[config.mk]
export PLATFORM = sky130hd
export DESIGN_NAME = exu_pipe
export DESIGN_NICKNAME = d
export VERILOG_FILES = /design/src/rtl/exu_pkg.sv /design/src/rtl/exu_alu_core.sv /design/src/rtl/exu_pipe.sv
export SDC_FILE = /design/constraint.sdc
export NUM_CORES = 1
export LEC_CHECK = 0
export CELL_PAD_IN_SITES_DETAIL_PLACEMENT = 1
export CELL_PAD_IN_SITES_GLOBAL_PLACEMENT = 1
export CORE_UTILIZATION = 40
export DETAILED_ROUTE_END_ITERATION = 12
export HOLD_SLACK_MARGIN = 0.05
export PLACE_DENSITY = 0.88
export SLEW_MARGIN = 0
export SYNTH_ARGS = -nofsm -noshare
export SYNTH_HDL_FRONTEND = slang
export SYNTH_SLANG_ARGS = --single-unit
[constraint.sdc]
create_clock -name clk_in -period 3.9 [get_ports clk_in]
set_clock_uncertainty 0.05 [all_clocks]
set_input_delay 0.78 -clock clk_in [delete_from_list [all_inputs] [get_ports clk_in]]
set_output_delay 0.78 -clock clk_in [all_outputs]
set_load 0.01 [all_outputs]
[src/rtl/exu_pkg.sv]
// exu_pkg: operation encodings and helpers shared by the execution unit.
// Optional multiply ops are enabled by the EXU_MUL_EN macro.
package exu_pkg;

  localparam int OP_W = 5;

  typedef enum logic [OP_W-1:0] {
    OP_ADD    = 5'd0,
    OP_SUB    = 5'd1,
    OP_AND    = 5'd2,
    OP_OR     = 5'd3,
    OP_XOR    = 5'd4,
    OP_SLL    = 5'd5,
    OP_SRL    = 5'd6,
    OP_SRA    = 5'd7,
    OP_SLT    = 5'd8,
    OP_SLTU   = 5'd9,
    OP_LUI    = 5'd10,
    OP_BEQ    = 5'd11,
    OP_BNE    = 5'd12,
    OP_BLT    = 5'd13,
    OP_BGE    = 5'd14,
    OP_BLTU   = 5'd15,
    OP_BGEU   = 5'd16,
    OP_MUL    = 5'd17,
    OP_MULH   = 5'd18,
    OP_MULHSU = 5'd19,
    OP_MULHU  = 5'd20
  } op_e;

  // Number of operand-B bits that form a shift amount for a given width.
  function automatic int shamt_w(input int xlen);
    return $clog2(xlen);
  endfunction

endpackage

[src/rtl/exu_alu_core.sv]
// exu_alu_core: purely combinational integer compute. With EXU_MUL_EN
// defined it also produces the first (partial-product) half of a multiply;
// the final sum is formed one stage later by exu_pipe.
module exu_alu_core import exu_pkg::*; #(
  parameter int XLEN = 32
) (
  input  logic [OP_W-1:0] op,
  input  logic [XLEN-1:0] a,
  input  logic [XLEN-1:0] b,
  input  logic [XLEN-1:0] imm,
  output logic [XLEN-1:0] result
`ifdef EXU_MUL_EN
  ,
  output logic            mul_valid,
  output logic            mul_high,
  output logic [2*XLEN-1:0] pp_lo,
  output logic [XLEN-1:0] pp_hi
`endif
);

  localparam int SW = shamt_w(XLEN);

  logic [SW-1:0] shamt;
  assign shamt = b[SW-1:0];

  // Single-cycle result for all non-multiply ops; unknown codes give zero.
  always_comb begin
    result = '0;
    case (op)
      OP_ADD:  result = a + b;
      OP_SUB:  result = a - b;
      OP_AND:  result = a & b;
      OP_OR:   result = a | b;
      OP_XOR:  result = a ^ b;
      OP_SLL:  result = a << shamt;
      OP_SRL:  result = a >> shamt;
      OP_SRA:  result = $signed(a) >>> shamt;
      OP_SLT:  result = XLEN'($signed(a) < $signed(b));
      OP_SLTU: result = XLEN'(a < b);
      OP_LUI:  result = imm;
      OP_BEQ:  result = XLEN'(a == b);
      OP_BNE:  result = XLEN'(a != b);
      OP_BLT:  result = XLEN'($signed(a) < $signed(b));
      OP_BGE:  result = XLEN'($signed(a) >= $signed(b));
      OP_BLTU: result = XLEN'(a < b);
      OP_BGEU: result = XLEN'(a >= b);
      default: result = '0;
    endcase
  end

`ifdef EXU_MUL_EN
  logic [2*XLEN-1:0] a2;
  logic [2*XLEN-1:0] b2;

  // Extend operands to 2*XLEN; the product modulo 2^(2*XLEN) of the extended
  // values is the exact signed/unsigned product. Splitting a2 into halves
  // gives one full partial product and one that only matters in its low half.
  always_comb begin
    mul_valid = (op == OP_MUL) || (op == OP_MULH) || (op == OP_MULHSU) || (op == OP_MULHU);
    mul_high  = (op != OP_MUL);
    a2 = ((op == OP_MULH) || (op == OP_MULHSU)) ? {{XLEN{a[XLEN-1]}}, a} : {{XLEN{1'b0}}, a};
    b2 = (op == OP_MULH) ? {{XLEN{b[XLEN-1]}}, b} : {{XLEN{1'b0}}, b};
    pp_lo = {{XLEN{1'b0}}, a2[XLEN-1:0]} * b2;
    pp_hi = a2[2*XLEN-1:XLEN] * b2[XLEN-1:0];
  end
`endif

endmodule

[src/rtl/exu_pipe.sv]
// exu_pipe: pipelined integer execution unit with valid/ready on both sides,
// bubble-collapsing stages, flush and global freeze (rdy_in).
// Optional multiply ops are enabled by the EXU_MUL_EN macro (needs STAGES>=2).
module exu_pipe import exu_pkg::*; #(
  parameter int XLEN     = 32,
  parameter int ROB_ID_W = 5,
  parameter int STAGES   = 3
) (
  input  logic                clk_in,
  input  logic                rst_in,
  input  logic                rdy_in,
  input  logic                flush,
  input  logic                in_valid,
  output logic                in_ready,
  input  logic [ROB_ID_W-1:0] in_rob_id,
  input  logic [OP_W-1:0]     in_op,
  input  logic                in_src_imm,
  input  logic [XLEN-1:0]     data_j,
  input  logic [XLEN-1:0]     data_k,
  input  logic [XLEN-1:0]     imm,
  output logic                out_valid,
  input  logic                out_ready,
  output logic [ROB_ID_W-1:0] out_rob_id,
  output logic [XLEN-1:0]     out_result
);

  if (STAGES < 1) begin : g_bad_stages
    $error("exu_pipe: STAGES must be at least 1");
  end

  logic                stage_valid [STAGES];
  logic [ROB_ID_W-1:0] stage_rob   [STAGES];
  logic [XLEN-1:0]     stage_data  [STAGES];
  logic [STAGES-1:0]   free;
  logic [XLEN-1:0]     opb;
  logic [XLEN-1:0]     alu_result;

  assign opb = in_src_imm ? imm : data_k;

`ifdef EXU_MUL_EN
  if (STAGES < 2) begin : g_bad_mul
    $error("exu_pipe: EXU_MUL_EN requires STAGES >= 2");
  end

  logic                mul_valid;
  logic                mul_high;
  logic [2*XLEN-1:0]   pp_lo;
  logic [XLEN-1:0]     pp_hi;
  logic                mul_valid_s1;
  logic                mul_high_s1;
  logic [2*XLEN-1:0]   pp_lo_s1;
  logic [XLEN-1:0]     pp_hi_s1;
  logic [2*XLEN-1:0]   mul_sum;
  logic [XLEN-1:0]     mul_word;

  exu_alu_core #(.XLEN(XLEN)) u_core (
    .op(in_op), .a(data_j), .b(opb), .imm(imm), .result(alu_result),
    .mul_valid(mul_valid), .mul_high(mul_high), .pp_lo(pp_lo), .pp_hi(pp_hi)
  );

  // Partial products travel alongside stage 1 and are summed on the way to stage 2.
  assign mul_sum  = pp_lo_s1 + {pp_hi_s1, {XLEN{1'b0}}};
  assign mul_word = mul_high_s1 ? mul_sum[2*XLEN-1:XLEN] : mul_sum[XLEN-1:0];

  // Stage-1 multiply side registers share the stage-1 load enable.
  always_ff @(posedge clk_in or posedge rst_in) begin
    if (rst_in) begin
      mul_valid_s1 <= 1'b0;
      mul_high_s1  <= 1'b0;
      pp_lo_s1     <= '0;
      pp_hi_s1     <= '0;
    end else if (rdy_in && !flush && free[0] && in_valid) begin
      mul_valid_s1 <= mul_valid;
      mul_high_s1  <= mul_high;
      pp_lo_s1     <= pp_lo;
      pp_hi_s1     <= pp_hi;
    end
  end
`else
  exu_alu_core #(.XLEN(XLEN)) u_core (
    .op(in_op), .a(data_j), .b(opb), .imm(imm), .result(alu_result)
  );
`endif

  assign out_valid  = stage_valid[STAGES-1] && !flush && rdy_in;
  assign out_rob_id = stage_rob[STAGES-1];
  assign out_result = stage_data[STAGES-1];
  assign in_ready   = rdy_in && free[0];

  // A slot can load when it is empty or everything from it to the output moves.
  always_comb begin
    logic run;
    free = '0;
    run  = !stage_valid[STAGES-1] || (out_valid && out_ready);
    free[STAGES-1] = run;
    for (int i = STAGES - 2; i >= 0; i--) begin
      run     = !stage_valid[i] || run;
      free[i] = run;
    end
  end

  for (genvar gi = 0; gi < STAGES; gi++) begin : g_stage
    logic                v_next;
    logic [ROB_ID_W-1:0] r_next;
    logic [XLEN-1:0]     d_next;

    if (gi == 0) begin : g_head
      assign v_next = in_valid;
      assign r_next = in_rob_id;
      assign d_next = alu_result;
    end else begin : g_tail
      assign v_next = stage_valid[gi-1];
      assign r_next = stage_rob[gi-1];
`ifdef EXU_MUL_EN
      if (gi == 1) begin : g_mul_sum
        assign d_next = mul_valid_s1 ? mul_word : stage_data[0];
      end else begin : g_delay
        assign d_next = stage_data[gi-1];
      end
`else
      assign d_next = stage_data[gi-1];
`endif
    end

    // Stage register: frozen while rdy_in is low, emptied by flush, loads on free.
    always_ff @(posedge clk_in or posedge rst_in) begin
      if (rst_in) begin
        stage_valid[gi] <= 1'b0;
        stage_rob[gi]   <= '0;
        stage_data[gi]  <= '0;
      end else if (rdy_in) begin
        if (flush) begin
          stage_valid[gi] <= 1'b0;
        end else if (free[gi]) begin
          stage_valid[gi] <= v_next;
          if (v_next) begin
            stage_rob[gi]  <= r_next;
            stage_data[gi] <= d_next;
          end
        end
      end
    end
  end

endmodule

==> results of run 1 <==
synth_stat cells, types with 7 or more instances:
master     instances
nand3_1           42
mux4_2            33
nand2_1          143
o211ai_1          28
clkbuf_1          80
a211oi_1          29
mux2i_1          102
o22ai_1           14
xnor2_1           18
a221oi_1          21
nor4_1            11
o31ai_1           11
a221o_1           13
mux2_2            87
nand2b_1          13
nor2b_1           16
buf_2             27
o221ai_1           9
ha_1             105
o2111ai_1          8
a31oi_1           22
nor3_1            36
nor2_1           141
a21oi_1          139
a222oi_1          10
a21o_1            17
o21bai_1          19
o21ai_0          108
dfrtp_1          114
and3_1            13
o21a_1             9
nand4_1           10
a22o_1             7
buf_1             12
a22oi_1           24
inv_1            102
stage by stage:
| step | std cells | utilization (%) | power (mW) | cell area [µm²] | hold WS, ps |
|---|---|---|---|---|---|
| after floorplan | 1730 | - | 2.82 | 14400 | 393 |
| after global placement | 2744 | 58.0 | 4.35 | 20100 | 415 |
| after detailed placement | 2744 | 58.0 | 4.52 | 20100 | 443 |
| after CTS | 2777 | 59.9 | 6.21 | 20800 | 459 |
| after global routing | 2784 | 60.7 | 6.59 | 21100 | 469 |
| final | 2786 | 60.7 | 6.45 | 21100 | 456 |
layer usage:
metal / global-route usage [%] / vias to the layer above / wire (µm)
met5: 0 / - / 0
met4: 33.7 / 0 / 9190
met3: 7.67 / 506 / 9350
met2: 77.0 / 1515 / 39900
met1: 59.6 / 9297 / 34200
li1: - / 7656 / -
power by group through the flow:
stage               Combinational (mW)  Clock, mW  Sequential (mW)
floorplan                         1.39          0             1.44
global placement                  2.93          0             1.43
detailed placement                3.06          0             1.46
CTS                               3.11       1.65             1.45
global route                      3.44       1.70             1.46
finish                            3.34       1.66             1.45
state kept, by name (all words and copies together) (netlist names):
name            count
g_stage.v_next      2
g_stage.r_next     10
g_stage.d_next     64
out_rob_id          5
stage_valid         1
out_result         32
timing repair:
action,4_1_cts,5_1_grt
endpoints found under the setup margin,4,17
buffers inserted,1,6
pin swaps,1,12
gates resized for setup,9,55
critical path: stages:
cell and delay [ps]:
clkdlybuf4s50_1 510, mux2i_1 160, ha_1 360, nor2_1 80
a211oi_1 610, o21ai_1 270, o21bai_1 290, a21oi_2 90
nor3_2 420, o41ai_1 170, or4_1 450, a41oi_1 230
area by class of cell:
cell class	instances	share of cell area [%]
clock inverter	15	0.789
clock buffer	17	2.02
antenna	3	0.0356
tap	455	2.70
inverter	107	1.96
multi-input combinational	1378	51.1
sequential	114	13.5
timing repair buffer	697	27.9
cell families (layout without fill, tap and decap cells):
logic type      after synthesis  after routing
compound gates              563            563
simple gates                459            459
buf+inv                     238            836
mux                         227            227
flops                       114            114
fa+ha+maj                   107            107
xor+xnor                     22             22
other cells                   0              3
final timing paths:
kind,cells after the start,endpoint
worst max-delay path,12,g_stage[1].d_next[31]$_DFFE_PP0P_
worst min-delay path,1,out_result[26]$_DFFE_PP0P_
worst max register to register,7,g_stage[1].d_next[31]$_DFFE_PP0P_
worst min register to register,1,out_result[26]$_DFFE_PP0P_
max in group asynchronous,3,g_stage[1].d_next[6]$_DFFE_PP0P_
min in group asynchronous,2,out_rob_id[3]$_DFFE_PP0P_
==> results.py, run 1 <==
metrics = {
    "timing": {
        "setup_violations": 7,
        "fin_setup_tns_ps": -1030,
        "timing.final.crit_share_pct": 106,
        "hold_viol_final": 0,
        "drv_slew": 0,
        "fmax_ghz": 0.241,
        "worstMarginPinSlew_ps": 1020,
        "setup_ws_ps": -243,
        "period_minus_slack_ps": 4140,
        "maxSlewHeadroom_pct": 31.2,
    },
    "yosys": {
        "synthTopCellsByArea": "dfrtp_1 (20%), ha_1 (9.3%), mux2i_1 (7.2%), mux2_2 (6.9%), mux4_2 (5.2%)",
        "synth_compound_area_share_pct": 26.9,
        "synth_top_family_by_area": "compound AO/OA/AOI/OAI gates",
        "syn-num-nets": 1950,
        "synth-main-ff-cell": "dfrtp_1",
        "yosysSeqAreaShare_pct": 20.1,
        "yosysWarnings": 0,
        "synth_area_leader_cell": "dfrtp_1",
        "synth_top_area_share_pct": 20.1,
        "synthDistinctLibCells": 90,
        "synth_fa_ha_area_share_pct": 9.55,
        "syn_avg_cell_area_um2": 8.20,
        "async_flop_share_pct": 100,
        "synthSimpleGateAreaFrac_pct": 14.9,
        "muxShareOfSynthArea_pct": 20.2,
        "syn_inst": 1730,
        "ys_ff_latch": 114,
        "syn_area_um2": 14200,
        "synth-xor-area-share_pct": 1.36,
        "synth_edf_count": 0,
    },
    "min_path": {
        "hold_path.startpoint": "out_result[26]$_DFFE_PP0P_",
        "min_path_type": "reg2reg",
    },
    "clock_network": {
        "clock-sinks": 114,
        "clk_pin_slew_worst_paths_ps": 70,
        "cts_buffers": 17,
        "cts-root-buf": "clkbuf_16",
        "clock_latency_ps": 440,
        "clock_path_buffers": 2,
        "cts_tree": "yes",
        "htreeDepth": 4,
        "ctsHoldBuffers": 0,
    },
    "critical_path": {
        "reg2reg_from": "g_stage[2].v_next$_DFFE_PP0P_",
        "cp.required_ps": 4190,
        "startpoint": "imm[6]",
        "critPathMaxFanout": 3,
        "cp-start-kind": "input pin",
        "r2r_slack_ps": 960,
        "critPathKind": "in2reg",
        "arrival_ps": 4440,
        "cp-end-kind": "flop",
    },
    "route": {
        "drt_iter0_drc": 2358,
        "final_antenna_net_count": 0,
        "wl_um": 92700,
        "vias_per_cell": 6.81,
        "route.detailed.drc": 0,
        "vias": 19000,
        "first_pass_iters": 6,
        "wire_per_inst_um": 33.3,
    },
    "power": {
        "p_leak_nw": 9.70,
        "clock_power_share_pct": 25.7,
        "switchingPower_mw": 2.72,
        "combPwrFrac_pct": 51.8,
        "intPower_mw": 3.73,
        "switching_share_pct": 42.2,
        "pwr_density_cell_nw_per_um2": 306,
        "seqPwrFrac_pct": 22.5,
        "ir_drop_mv": 0.310,
    },
    "status": {
        "violations": "negative setup slack",
        "outcome": "complete, but fails checks",
    },
    "cells_and_area": {
        "syn2layout_area_growth_pct": 48.7,
        "multiInputGateArea_um2": 10800,
        "seqCellArea_um2": 2850,
        "nFillCells": 4039,
        "fin_nets": 2535,
        "final_common_cell": "buf_4",
        "final_cell_mix": "buf_4 (525), clkdlybuf4s50_1 (147), nand2_1 (143)",
        "layout-drive-gt1-share_pct": 33.5,
    },
    "floorplanning": {
        "die_area_um2": 36200,
        "io_pins": 152,
        "core_area_um2": 34700,
        "die_y_um": 190,
        "die_x_um": 190,
        "start_util_pct": 40.8,
        "rows": 68,
    },
    "global_routing": {
        "grt_pass1_vias": 18900,
        "overflow": 0,
        "grt_pass1_wl_um": 128000,
        "antenna_found_initial": 4,
        "grt_max_degree": 66,
        "grtUsageTotal_pct": 48.3,
    },
    "place": {
        "place_ws_ps": -681,
        "dpl.hpwl_um": 70200,
        "gp_congestion": 1.05,
        "io_buffers": 151,
    },
    "flow_run": {
        "max-cap-violations": 0,
    },
}
No activity file was read; power rests on OpenSTA's default activity.
==> run 2: changes to the inputs <==
Settings changed: CORE_ASPECT_RATIO from default to 0.75.
==> run 2 against run 1 <==
Compared with the run above: the flow still finishes with violations (negative setup slack); first-iteration DRC count increased by 7.3%; setup slack improved by 120 ps; die area hardly changed; count of clock-buffer cells in the layout up 2; critical endpoint is now g_stage[1].d_next[30]$_DFFE_PP0P_; largest cell class unchanged; largest power group unchanged.
==> results.py, run 2 (same netlist as run 1, synthesis figures left out) <==
metrics = {
    "cells_and_area": {
        "largest_reg_flops": 64,
        "fin_nets": 2496,
        "nFillCells": 4081,
        "final_cell_mix": "buf_4 (488), clkdlybuf4s50_1 (150), nand2_1 (143)",
        "diodes": 0,
        "final_common_cell": "buf_4",
        "multiInputGateArea_um2": 10800,
        "seqCellArea_um2": 2850,
        "layout-drive-gt1-share_pct": 32.2,
        "syn2layout_area_growth_pct": 45.9,
        "fin_util_pct": 59.5,
    },
    "global_routing": {
        "grt_pass1_wl_um": 122000,
        "grtUsageTotal_pct": 46.0,
        "antenna_found_initial": 3,
        "grt_max_degree": 65,
        "overflow": 0,
        "grt_pass1_vias": 18700,
    },
    "critical_path": {
        "cp-end-kind": "flop",
        "critPathMaxFanout": 14,
        "rr_worst_depth": 9,
        "cp-start-kind": "input pin",
        "reg2reg_from": "g_stage[2].v_next$_DFFE_PP0P_",
        "rr_endpoint": "g_stage[1].d_next[29]$_DFFE_PP0P_",
        "r2r_slack_ps": 1130,
        "arrival_ps": 4310,
        "cp.required_ps": 4180,
        "critPathKind": "in2reg",
    },
    "place": {
        "dpl.hpwl_um": 65700,
        "place_ws_ps": -946,
        "gp_congestion": 1.12,
        "io_buffers": 151,
    },
    "clock_network": {
        "cts-root-buf": "clkbuf_16",
        "clk_pin_slew_worst_paths_ps": 60,
        "clock_latency_ps": 450,
        "clock_path_buffers": 2,
        "htreeDepth": 4,
        "cts_tree": "yes",
        "cts_buffers": 17,
        "clock-sinks": 114,
    },
    "timing": {
        "setup_violations": 4,
        "maxSlewHeadroom_pct": 39.6,
        "setup_ws_ps": -125,
        "drv_slew": 0,
        "timing.final.crit_share_pct": 103,
        "worstMarginPinSlew_ps": 902,
        "period_minus_slack_ps": 4020,
        "rsz0062_at_grt": "true",
        "hold_viol_final": 0,
        "fmax_ghz": 0.248,
    },
    "min_path": {
        "hold-path-endpoint": "g_stage[1].d_next[10]$_DFFE_PP0P_",
        "min_path_type": "reg2reg",
        "hold_depth": 2,
        "hold_path.startpoint": "g_stage[1].d_next[10]$_DFFE_PP0P_",
    },
    "status": {
        "outcome": "complete, but fails checks",
        "violations": "negative setup slack",
    },
    "route": {
        "wire_per_inst_um": 31.6,
        "first_pass_iters": 7,
        "vias_per_cell": 6.71,
        "final_antenna_net_count": 0,
        "drt_iter0_drc": 2531,
        "vias": 18400,
        "wl_um": 86800,
        "route.detailed.drc": 0,
    },
    "floorplanning": {
        "rows": 59,
        "start_util_pct": 40.8,
        "die_x_um": 219,
        "io_pins": 152,
        "die_y_um": 165,
        "die_area_um2": 36200,
        "core_area_um2": 34800,
    },
    "power": {
        "pwr_density_cell_nw_per_um2": 299,
        "p_leak_nw": 9.46,
        "ir_drop_mv": 0.401,
    },
    "flow_run": {
        "max-cap-violations": 0,
    },
}
[run 2: cell count changes in the layout (fill, tap and decap cells not counted), sizes merged]
cell / previous run / this run
clkdlybuf4s50: 147 / 150
diode: 3 / 0
clkbuf: 18 / 19
clkinv: 2 / 4
clkinvlp: 3 / 5
inv: 116 / 111
bufinv: 1 / 0
buf: 546 / 508
dlymetal6s2s: 3 / 0
[run 2: repair_timing]
item | 4_1_cts | 5_1_grt
buffers inserted | 0 | 5
hold buffers | 0 | 0
gates resized for setup | 11 | 47
setup endpoints to repair | 6 | 18
pin swaps | 3 | 9
[run 2: worst max path at each step]
| stage | endpoint | slack, ps | start | cells past startpoint |
|---|---|---|---|---|
| after floorplan | g_stage[1].d_next[21]$_DFFE_PP0P_ | -20 | in_src_imm | 15 |
| after global placement | g_stage[1].d_next[0]$_DFFE_PP0P_ | -720 | in_src_imm | 14 |
| after detailed placement | g_stage[1].d_next[0]$_DFFE_PP0P_ | -950 | in_src_imm | 14 |
| after CTS | g_stage[1].d_next[0]$_DFFE_PP0P_ | -8 | imm[0] | 15 |
| after global routing | g_stage[1].d_next[30]$_DFFE_PP0P_ | -360 | in_src_imm | 15 |
| final | g_stage[1].d_next[30]$_DFFE_PP0P_ | -120 | in_src_imm | 17 |
[run 2: routing by layer]
layer  track usage, %  vias to the layer above  part of all wire, %
met5                0                        -                0.024
met4             27.3                        4                  6.8
met3             13.2                      409                   13
met2             69.1                     1442                   42
met1             58.5                     9011                   38
li1                 -                     7565                    -
[run 2: cell type report]
class | count | share of cell area, %
multi-input cells | 1378 | 52.0
inverters | 107 | 2.00
flip-flops and latches | 114 | 13.8
repair buffers | 658 | 26.8
well taps | 457 | 2.76
clock buffers | 19 | 2.14
clock inverters | 13 | 0.484
[run 2: through the flow]
step                instances  setup TNS [ps]  cell area [µm²]  hold slack, ps  total power [mW]
floorplan                1730           -22.5            14400             393              2.82
global placement         2709           -6740            19800             411              4.25
detailed placement       2709           -9780            19800             426              4.40
CTS                      2741           -7.79            20400             440              5.96
global route             2746            -720            20700             472              6.36
finish                   2746            -344            20700             448              6.18
[run 2: worst max-delay path: stages]
cell and delay (ps):
buf_2 110, buf_12 180, buf_8 220, mux2i_1 110, buf_4 170, ha_1 290, buf_4 250, inv_1 130
buf_4 170, o21a_1 110, o21ai_0 340, and4b_1 310, nand3_1 140, o21ai_0 430, xor2_1 130, a211oi_1 300
o2bb2ai_1 110
[run 2: power breakdown]
group	switching [mW]	internal (mW)
registers	0.114	1.33
logic	1.78	1.43
clock network	0.692	0.835
total	2.59	3.59
==> run 3: changes to the inputs <==
Settings changed: CORE_ASPECT_RATIO 0.75 to default, RECOVER_POWER from default to 100, SLEW_MARGIN 0 to 20.
==> run 3 against run 2 <==
Compared with the run above: the flow finishes with violations (max-capacitance violations, max-slew violations, negative setup slack); count of clock-buffer cells in the layout fell by 2; die area barely moved; first-iteration DRC count fell by 10%; critical endpoint is now g_stage[1].d_next[31]$_DFFE_PP0P_.
==> results.py, run 3 (same netlist as run 1, synthesis figures left out) <==
metrics = {
    "power": {
        "p_total_mw": 6.42,
        "p_leak_nw": 9.82,
        "pwr_density_cell_nw_per_um2": 305,
        "ir_drop_mv": 0.299,
    },
    "global_routing": {
        "overflow": 0,
        "antenna_found_initial": 4,
        "grt_max_degree": 66,
        "grtUsageTotal_pct": 48.3,
        "grt_pass1_vias": 18900,
        "grt_pass1_wl_um": 128000,
    },
    "place": {
        "gp_congestion": 1.05,
        "io_buffers": 151,
        "place_inst": 2744,
        "place_ws_ps": -681,
        "dpl.hpwl_um": 70200,
    },
    "timing": {
        "worstMarginPinSlew_ps": 2350,
        "setup_ws_ps": -267,
        "hold_viol_final": 0,
        "maxSlewHeadroom_pct": -57.4,
        "setup_violations": 7,
        "fmax_ghz": 0.240,
        "holdWs_ps": 449,
        "timing.final.crit_share_pct": 107,
        "period_minus_slack_ps": 4170,
        "drv_slew": 68,
    },
    "critical_path": {
        "critPathMaxFanout": 4,
        "rr_endpoint": "g_stage[1].d_next[31]$_DFFE_PP0P_",
        "cp-start-kind": "input pin",
        "cp.required_ps": 4190,
        "r2r_slack_ps": 970,
        "startpoint": "imm[7]",
        "cp-end-kind": "flop",
        "critPathKind": "in2reg",
        "arrival_ps": 4460,
        "reg2reg_from": "g_stage[1].v_next$_DFFE_PP0P_",
        "rr_worst_depth": 7,
        "endpoint": "g_stage[1].d_next[31]$_DFFE_PP0P_",
    },
    "clock_network": {
        "cts_tree": "yes",
        "clock-sinks": 114,
        "clock_path_buffers": 2,
        "clock_latency_ps": 440,
        "cts-root-buf": "clkbuf_16",
        "htreeDepth": 4,
        "clk_pin_slew_worst_paths_ps": 70,
        "cts_buffers": 17,
    },
    "route": {
        "wl_um": 92700,
        "vias": 19100,
        "final_antenna_net_count": 0,
        "first_pass_iters": 7,
        "route.detailed.drc": 0,
        "wire_per_inst_um": 33.3,
        "vias_per_cell": 6.85,
        "drt_iter0_drc": 2271,
    },
    "floorplanning": {
        "die_y_um": 190,
        "io_pins": 152,
        "core_area_um2": 34700,
        "die_area_um2": 36200,
        "start_util_pct": 40.8,
        "die_x_um": 190,
        "rows": 68,
    },
    "cells_and_area": {
        "layout-drive-gt1-share_pct": 32.9,
        "largest_reg_flops": 64,
        "final_common_cell": "buf_4",
        "finalNonFillerCells": 2786,
        "final_cell_mix": "buf_4 (523), nand2_1 (143), nor2_1 (140)",
        "syn2layout_area_growth_pct": 48.4,
        "fin_nets": 2535,
        "nFillCells": 4043,
    },
    "status": {
        "violations": "max-capacitance violations, max-slew violations, negative setup slack",
        "outcome": "complete, but fails checks",
    },
    "flow_run": {
        "max-cap-violations": 2,
    },
    "min_path": {
        "min_path_type": "reg2reg",
        "hold_depth": 1,
    },
}
==> run 3: changes by cell type in the layout (fill, tap and decap cells not counted), sizes merged, moves of 2 or more <==
cell	delta
clkdlybuf4s50	-45
dlygate4sd3	+42
buf	+35
inv	+4
diode	+3
dlymetal6s2s	+3
clkbuf	+2
clkinv	-2
==> run 3: per-stage QoR <==
step | area, µm² | setup TNS [ps] | util (%)
final | 21000 | -1080 | 60.6
after detailed placement | 20100 | -8280 | 58.0
after global routing | 21000 | -1700 | 60.6
after CTS | 20800 | 0 | 59.9
after floorplan | 14400 | -22.5 | -
after global placement | 20100 | -5590 | 58.0
==> run 3: where the power goes <==
group,total (mW),switching (mW),internal (mW)
sequential,1.45,0.118,1.33
combinational,3.31,1.85,1.46
clock,1.66,0.743,0.912
total,6.42,2.72,3.70
==> run 3: how the worst min path moves through the flow <==
| stage | startpoint | endpoint |
|---|---|---|
| 4_1_cts | g_stage[2].d_next[24]$_DFFE_PP0P_ | g_stage[2].d_next[24]$_DFFE_PP0P_ |
| 2_1_floorplan | g_stage[1].d_next[10]$_DFFE_PP0P_ | g_stage[1].d_next[10]$_DFFE_PP0P_ |
| 5_1_grt | out_result[6]$_DFFE_PP0P_ | out_result[6]$_DFFE_PP0P_ |
| 3_3_place_gp | g_stage[1].d_next[9]$_DFFE_PP0P_ | g_stage[1].d_next[9]$_DFFE_PP0P_ |
| 3_5_place_dp | g_stage[2].d_next[24]$_DFFE_PP0P_ | g_stage[2].d_next[24]$_DFFE_PP0P_ |
| 6_report | out_result[26]$_DFFE_PP0P_ | out_result[26]$_DFFE_PP0P_ |
==> run 3: layout make-up <==
class / instances / area (µm²) / share of cell area, %
clock buffer: 17 / 425 / 2.02
clock inverter: 15 / 166 / 0.791
timing repair buffer: 697 / 5860 / 27.8
sequential: 114 / 2850 / 13.6
tap: 455 / 569 / 2.70
antenna: 3 / 7.51 / 0.0357
inverter: 107 / 413 / 1.96
multi-input combinational: 1378 / 10800 / 51.1
==> run 3: per-layer routing <==
layer | track usage [%] | routed length [µm] | vias up
met2 | 77.0 | 39800 | 1542
met4 | 33.7 | 9410 | 0
met1 | 59.6 | 34200 | 9341
met5 | 0 | 0 | -
met3 | 7.67 | 9290 | 534
li1 | - | - | 7665
==> run 3: critical path: stages <==
cell and delay (ps):
clkdlybuf4s50_1 500, mux2i_2 120, ha_1 400, nor2_1 100, a211oi_1 600, o21ai_1 260
o21bai_1 290, a21oi_2 100, nor3_2 440, o41ai_1 170, or4_1 450, a41oi_1 230
==> run 3: repair_timing <==
action / CTS / global route
setup buffers: 1 / 6
resized for setup: 9 / 55
setup endpoints to repair: 4 / 17
pin swaps: 1 / 12
hold buffers: 0 / 0
